$ cat config.mk
export PLATFORM = sky130hd
export DESIGN_NAME = cmp_arbiter
export DESIGN_NICKNAME = d
export VERILOG_FILES = /design/src/rtl/cmp_arbiter.sv
export SDC_FILE = /design/constraint.sdc
export NUM_CORES = 1
export LEC_CHECK = 0
export CAP_MARGIN = 20
export CORE_ASPECT_RATIO = 2
export CORE_MARGIN = 2
export CORE_UTILIZATION = 44
export CTS_CLUSTER_DIAMETER = 80
export CTS_CLUSTER_SIZE = 40
export DETAILED_ROUTE_END_ITERATION = 10
export GPL_ROUTABILITY_DRIVEN = 0
export PLACE_DENSITY = 0.89
export SLEW_MARGIN = 15
export SYNTH_ARGS = -nofsm -noshare
export SYNTH_HDL_FRONTEND = slang
export SYNTH_SLANG_ARGS = --single-unit
$ cat constraint.sdc
create_clock -name CLK -period 4.1 [get_ports CLK]
set_input_delay 0.41 -clock CLK [delete_from_list [all_inputs] [get_ports CLK]]
set_output_delay 0.41 -clock CLK [all_outputs]
set_load 0.005 [all_outputs]
$ cat src/rtl/cmp_arbiter.sv
// cmp_arbiter: round-robin access controller for one shared subtractor and
// less-than comparator. Each granted request is issued to the subtractor,
// held for LAT settle cycles, and the comparator result is registered back
// to the owning requester together with a one-cycle done pulse.
module cmp_arbiter #(
  parameter int W   = 32,
  parameter int LAT = 1
) (
  input  logic         CLK,
  input  logic         RST,
  input  logic         req0,
  input  logic [W-1:0] a0,
  input  logic [W-1:0] b0,
  input  logic         uns0,
  input  logic         req1,
  input  logic [W-1:0] a1,
  input  logic [W-1:0] b1,
  input  logic         uns1,
  output logic         gnt0,
  output logic         gnt1,
  output logic         done0,
  output logic         done1,
  output logic         lt0,
  output logic         lt1,
  output logic         busy,
  output logic [W-1:0] sub_a,
  output logic [W-1:0] sub_b,
  output logic         sub_en,
  output logic         bool0,
  input  logic         FlagN,
  input  logic         FlagV,
  input  logic         FlagC,
  input  logic         comparison
);

  typedef enum logic [1:0] {
    S_IDLE  = 2'd0,
    S_ISSUE = 2'd1,
    S_WAIT  = 2'd2,
    S_CAPT  = 2'd3
  } state_t;

  // Counter preload so that WAIT spans exactly LAT cycles (counts LAT-1 .. 0).
  localparam logic [3:0] LAT_M1 = 4'(LAT - 1);

  state_t       r_state;
  state_t       w_state_nxt;
  logic [3:0]   r_cnt;
  logic [3:0]   w_cnt_nxt;
  logic         r_last;     // id granted most recently; 1 after reset so requester 0 wins a tie
  logic         r_owner;    // id of the operation in flight
  logic [W-1:0] r_sub_a;
  logic [W-1:0] r_sub_b;
  logic         r_bool0;
  logic         r_sub_en;
  logic         r_busy;
  logic         r_done0;
  logic         r_done1;
  logic         r_lt0;
  logic         r_lt1;
  logic         w_grant;
  logic         w_win;

  // The flags are consumed by the external comparator; only its result is used here.
  logic w_unused_flags;
  assign w_unused_flags = FlagN ^ FlagV ^ FlagC;

  // Round-robin arbitration, only while idle: a lone requester always wins,
  // on a tie the requester not granted last wins.
  always_comb begin
    w_grant = 1'b0;
    w_win   = 1'b0;
    if (r_state == S_IDLE) begin
      if (req0 && req1) begin
        w_grant = 1'b1;
        w_win   = ~r_last;
      end else if (req0) begin
        w_grant = 1'b1;
        w_win   = 1'b0;
      end else if (req1) begin
        w_grant = 1'b1;
        w_win   = 1'b1;
      end else begin
        w_grant = 1'b0;
        w_win   = 1'b0;
      end
    end else begin
      w_grant = 1'b0;
      w_win   = 1'b0;
    end
  end

  // Next-state and wait-counter logic for IDLE -> ISSUE -> WAIT -> CAPT -> IDLE.
  always_comb begin
    w_state_nxt = r_state;
    w_cnt_nxt   = r_cnt;
    case (r_state)
      S_IDLE: begin
        if (w_grant) begin
          w_state_nxt = S_ISSUE;
        end else begin
          w_state_nxt = S_IDLE;
        end
      end
      S_ISSUE: begin
        w_cnt_nxt   = LAT_M1;
        w_state_nxt = S_WAIT;
      end
      S_WAIT: begin
        if (r_cnt == 4'd0) begin
          w_state_nxt = S_CAPT;
        end else begin
          w_cnt_nxt   = r_cnt - 4'd1;
          w_state_nxt = S_WAIT;
        end
      end
      S_CAPT: begin
        w_state_nxt = S_IDLE;
      end
      default: begin
        w_state_nxt = S_IDLE;
      end
    endcase
  end

  // State register, wait counter and registered busy / issue strobe.
  always_ff @(posedge CLK) begin
    if (RST) begin
      r_state  <= S_IDLE;
      r_cnt    <= 4'd0;
      r_busy   <= 1'b0;
      r_sub_en <= 1'b0;
    end else begin
      r_state  <= w_state_nxt;
      r_cnt    <= w_cnt_nxt;
      r_busy   <= (w_state_nxt != S_IDLE);
      r_sub_en <= (w_state_nxt == S_ISSUE);
    end
  end

  // Operand capture at grant; these registers drive the subtractor directly,
  // so sub_a/sub_b/bool0 only change on entry to ISSUE and hold otherwise.
  always_ff @(posedge CLK) begin
    if (RST) begin
      r_last  <= 1'b1;
      r_owner <= 1'b0;
      r_sub_a <= {W{1'b0}};
      r_sub_b <= {W{1'b0}};
      r_bool0 <= 1'b0;
    end else if (w_grant) begin
      r_last  <= w_win;
      r_owner <= w_win;
      r_sub_a <= w_win ? a1 : a0;
      r_sub_b <= w_win ? b1 : b0;
      r_bool0 <= w_win ? uns1 : uns0;
    end else begin
      r_last  <= r_last;
      r_owner <= r_owner;
      r_sub_a <= r_sub_a;
      r_sub_b <= r_sub_b;
      r_bool0 <= r_bool0;
    end
  end

  // Result capture in CAPT: only the owner's lt moves, done pulses one cycle later.
  always_ff @(posedge CLK) begin
    if (RST) begin
      r_done0 <= 1'b0;
      r_done1 <= 1'b0;
      r_lt0   <= 1'b0;
      r_lt1   <= 1'b0;
    end else begin
      r_done0 <= (r_state == S_CAPT) && !r_owner;
      r_done1 <= (r_state == S_CAPT) && r_owner;
      if ((r_state == S_CAPT) && !r_owner) begin
        r_lt0 <= comparison;
      end else begin
        r_lt0 <= r_lt0;
      end
      if ((r_state == S_CAPT) && r_owner) begin
        r_lt1 <= comparison;
      end else begin
        r_lt1 <= r_lt1;
      end
    end
  end

  assign gnt0   = w_grant && !w_win;
  assign gnt1   = w_grant && w_win;
  assign done0  = r_done0;
  assign done1  = r_done1;
  assign lt0    = r_lt0;
  assign lt1    = r_lt1;
  assign busy   = r_busy;
  assign sub_a  = r_sub_a;
  assign sub_b  = r_sub_b;
  assign sub_en = r_sub_en;
  assign bool0  = r_bool0;

endmodule

Word level (Yosys, flattened, before mapping)
Index checks and enable logic that the tools add are counted.

Equality and inequality tests: 5. Multiplexer cells: 15. Bitwise operators: 1. Reductions and logical operators: 12. Add/subtract/negate cells: 1.

Operators by type and width (number): 32-bit 2-to-1 mux (2); 1-bit 2-to-1 mux (10); 2-bit case mux with 4 select lines (1); 4-bit case mux with 2 select lines (1); 1-bit logical AND (5); 2-bit by 1-bit equality test with 1-bit output, second input constant (2); 2-bit equality test, second input constant (2); 4-bit logical NOT (1); 4-bit 2-to-1 mux (1); 2-bit nonzero test (2); 4-bit by 1-bit subtractor with 4-bit output, second input constant (1); 1-bit logical NOT (2); 2-bit logical NOT (1); 2-bit != test, second input constant (1); 2-bit AND reduction (1); 1-bit NOT (1).

Word-level logic and storage cells: 47. Input bits: 138. Bits in registers: 79. Output and inout port bits: 73.

Logic depth before layout (Yosys ltp)
Depth after elaboration: 7. Mapped depth: 8. Gate-level depth less buffers: 5.

Least setup slack after synthesis
Ideal clock, no wire load.

Path kind: flip-flop to output port. From: reg r_state[0]. To: out gnt0. Cell stages (with the launch flop): 7. Slack: 2.456 ns. Arrival: 1.234 ns. Path buffers: 2. Required time: 3.690 ns. Cells stage by stage: dfxtp_1 > inv_1 > ha_1 > clkbuf_1 > o21ai_1 > clkbuf_1 > nor2_1.

Longest elaborated chain between the ends: 4. Elaborated cells between the ends (all ways): 5. Those cells by class: 2 x mux; 3 x reduce/logical.

Ends and longest elaborated chain: from (decl) (RTL line 46) `state_t r_state;`; from (signal assigned) (RTL line 134) `r_state <= w_state_nxt;`; 2-bit logical NOT * (RTL line 73) `if (r_state == S_IDLE) begin`; 1-bit 2-to-1 mux (RTL line 73); 1-bit logical NOT (RTL line 188) `assign gnt0 = w_grant && !w_win;`; 1-bit logical AND * (RTL line 188); to (decl) (RTL line 19) `output logic gnt0,`.

Every way passes the cells marked *; elsewhere a longest branch is shown, timed or not.

Worst setup path after layout
From: reg r_state[1]. To: out gnt1.

Longest elaborated chain between the ends: 3. Elaborated cells between the ends (all ways): 4. Those cells by class: 2 x mux; 2 x reduce/logical.

Ends and longest elaborated chain: 2-bit logical NOT * (RTL line 73); 1-bit 2-to-1 mux (RTL line 73); 1-bit logical AND * (RTL line 189) `assign gnt1 = w_grant && w_win;`; to (decl) (RTL line 20) `output logic gnt1,`.

Marked as above.

==> flow_summary_export.csv <==
group,metric,value,unit
status,run_status,"finished clean",
clocking,post_cts_buffers,0,
routing,first_pass_iters,7,
synth,synthFlopType,"dfxtp_1",
timing,max_freq,415,MHz
finish,final_area,6570,µm²
timing,relSlewSlack,32.5,%
synth,synth_top_area_share,38.2,%
synth,yosysTopAreaCell,"dfxtp_1",
finish,area_growth,58.5,%
clocking,tritoncts,"built",
worst_setup_path,worstPathMaxFanout,20,
pwr,sw_frac_of_total,30.1,%
timing,worst_pin_slew,1.01,ns
synth,synth_most_common_cell,"inv_1",
pwr,p_leak,3.09,nW
worst_setup_path,end_kind,"output port",
synth,seq_area_frac_synth,38.2,%
clocking,cts.path.max_buffers,2,
clocking,cts_buffers,9,
timing,hold_viol_final,0,
hold_path,worstHoldStart,"lt1",
die,fp-row-count,50,
routing,via_per_inst,5.77,
synth,synth_seq_cells,79,
timing,period_share,58.8,%
global_route,grt_use_total,27.6,%
clocking,clock-sinks,79,
die,start_util,44.8,%
routing,ant_nets,0,
finish,utilization,71.0,%
finish,fin_nets,825,
clocking,cts_repair_resize_count,0,
worst_setup_path,crit_path_start,"r_state[1]",
synth,yosys_warnings,0,
clocking,clockRootBuffer,"clkbuf_16",
global_route,met3_usage,5.68,%
finish,drive_gt1_share,4.23,%
worst_setup_path,critical_path_arrival,2.00,ns
pwr,combPwrFrac,35.0,%
pwr,clock_power_share,31.5,%
global_route,use_met2,48.9,%
pwr,switching_power,0.000891,W
pwr,p_seq_share,33.5,%
placed_design,io_buffers,207,
synth,avgSynthCellArea,8.16,µm²
worst_setup_path,start_kind,"flop",
timing,rsz0062_at_grt,"no",
worst_setup_path,worstPathRequired,3.69,ns
timing,fin_crit,2.41,ns
pwr,vdd_drop_max,335,µV
routing,drt_iter0_drc,225,
timing,setup_viol_count_final,0,
die,core_area,9260,µm²
synth,syn_nets,652,
clocking,cts.clk_slew.worst_paths,0.05,ns
synth,synth_area_leaders,"dfxtp_1 38%, o211a_1 16%, o2111ai_1 14%",
pwr,p_per_area,450,nW/µm²
global_route,grt-ovfl-total,0,
global_route,grt_pass1_wl,22200,µm
global_route,grt_busiest_layer,"met2",
pwr,p_int,0.00207,W
finish,antenna_cells,0,
synth,netlist_instances,508,
finish,multi_input_area,1870,µm²
synth,async_flop_share,0,%
synth,synth_area,4150,µm²
clocking,htree_levels,3,
timing,slew_violations,0,
global_route,antenna_found_initial,0,
synth,synth-edff-count,0,
clocking,hold_buffers,0,
routing,wl_per_cell,18.1,µm
die,fp.dieArea,10300,µm²
routing,drc,0,
synth,ys_top_cells_by_count,"137 x inv_1, 79 x dfxtp_1, 72 x a21oi_1",
synth,ys_types,28,
placed_design,hpwl,9510,µm
timing,fin_worst_skew,0.00938,ns
finish,fillerInstances,699,
clocking,insertion_delay,0.34,ns
die,io_pins,211,
run,drv_cap,0,
global_route,grt_max_degree,69,
placed_design,place_area,6220,µm²
die,die_h,141,µm
worst_setup_path,criticalPathCategory,"flop to output port",
die,die_w,72.6,µm
routing,vias,4557,
routing,wl,14300,µm
global_route,grt_pass1_vias,4597,
global_route,grt_util_met1,29.5,%
finish,regArea,1580,µm²
timing,tns,0,ns
hold_path,hp-class,"flop to flop",
worst_setup_path,worstReg2RegStart,"r_state[1]",
-- registers in the layout, summed over array words and instances, names as in the netlist --
register,count
sub_a,32
sub_b,32
r_cnt,4
r_state,2
bool0,1
busy,1
done0,1
done1,1
lt0,1
lt1,1
r_last,1
r_owner,1
sub_en,1
-- logic make-up after synthesis --
family          Yosys count  share of synthesized area (%)
flops                    79                           38.2
mux                       1                          0.241
fa+ha+maj                 6                           1.81
buf+inv                 189                           17.2
simple gates             25                           3.56
compound gates          208                           39.0
-- layout make-up --
cell class                      instances  area share (%)
Clock buffer                           11            3.69
Clock inverter                          5            1.60
Inverter                              137            7.83
Multi-Input combinational cell        240            28.4
Sequential cell                        79            24.1
Tap cell                              104            1.98
Timing Repair Buffer                  214            32.4
-- cell usage in the layout, fill, tap and decap left out, drive strengths merged --
cell and instances:
a211o 1, a21oi 72, and3b 1, buf 9, bufinv 3, clkbuf 11, clkdlybuf4s50 205, clkinvlp 2
dfxtp 79, ha 6, inv 137, mux2i 1, nand2 4, nand2b 2, nand3 4, nand3b 1
nand4b 1, nand4bb 1, nor2 5, nor2b 1, nor3 1, nor3b 1, nor4bb 1, o2111ai 65
o211a 65, o21a 1, o21ai 4, or3 1, or4b 1
-- worst paths after layout --
path                             endpoint  slack [ns]  depth (start not counted)
worst min-delay path                  lt1        0.47                          2
worst min register to register        lt1        0.47                          2
worst max-delay path                 gnt1        1.69                          5
worst max register to register  sub_a[26]        2.04                          5
-- routing by layer --
metal	part of all wire (%)	routed length, µm	vias up
met1	35	5050	2166
met2	54	7770	210
li1	-	-	2125
met4	5.1	727	0
met5	0	0	-
met3	5.2	739	56
-- through the flow --
stage | setup slack, ns | instances | hold WS, ns | total power (W)
3_3_place_gp | 1.80 | 773 | 0.444 | 0.00199
5_1_grt | 1.55 | 790 | 0.532 | 0.00310
4_1_cts | 1.67 | 790 | 0.467 | 0.00297
2_1_floorplan | 2.46 | 508 | 0.453 | 0.00149
3_5_place_dp | 1.85 | 774 | 0.472 | 0.00203
6_report | 1.69 | 790 | 0.469 | 0.00296
-- power by group through the flow --
stage,combinational (W),sequential (W),clock [W]
5_1_grt,0.00112,0.00101,0.000980
6_report,0.00103,0.000992,0.000933
3_5_place_dp,0.00103,0.00101,0
2_1_floorplan,0.000485,0.00101,0
3_3_place_gp,0.000992,0.000994,0
4_1_cts,0.00103,0.000990,0.000948
-- critical path: stages, from the launching register on --
cell,delay [ns]
dfxtp_1,0.33
inv_1,0.09
ha_2,0.49
nand3_2,0.13
inv_1,0.12
clkdlybuf4s50_1,0.51
Note: power is estimated with default switching activity, not from simulation.
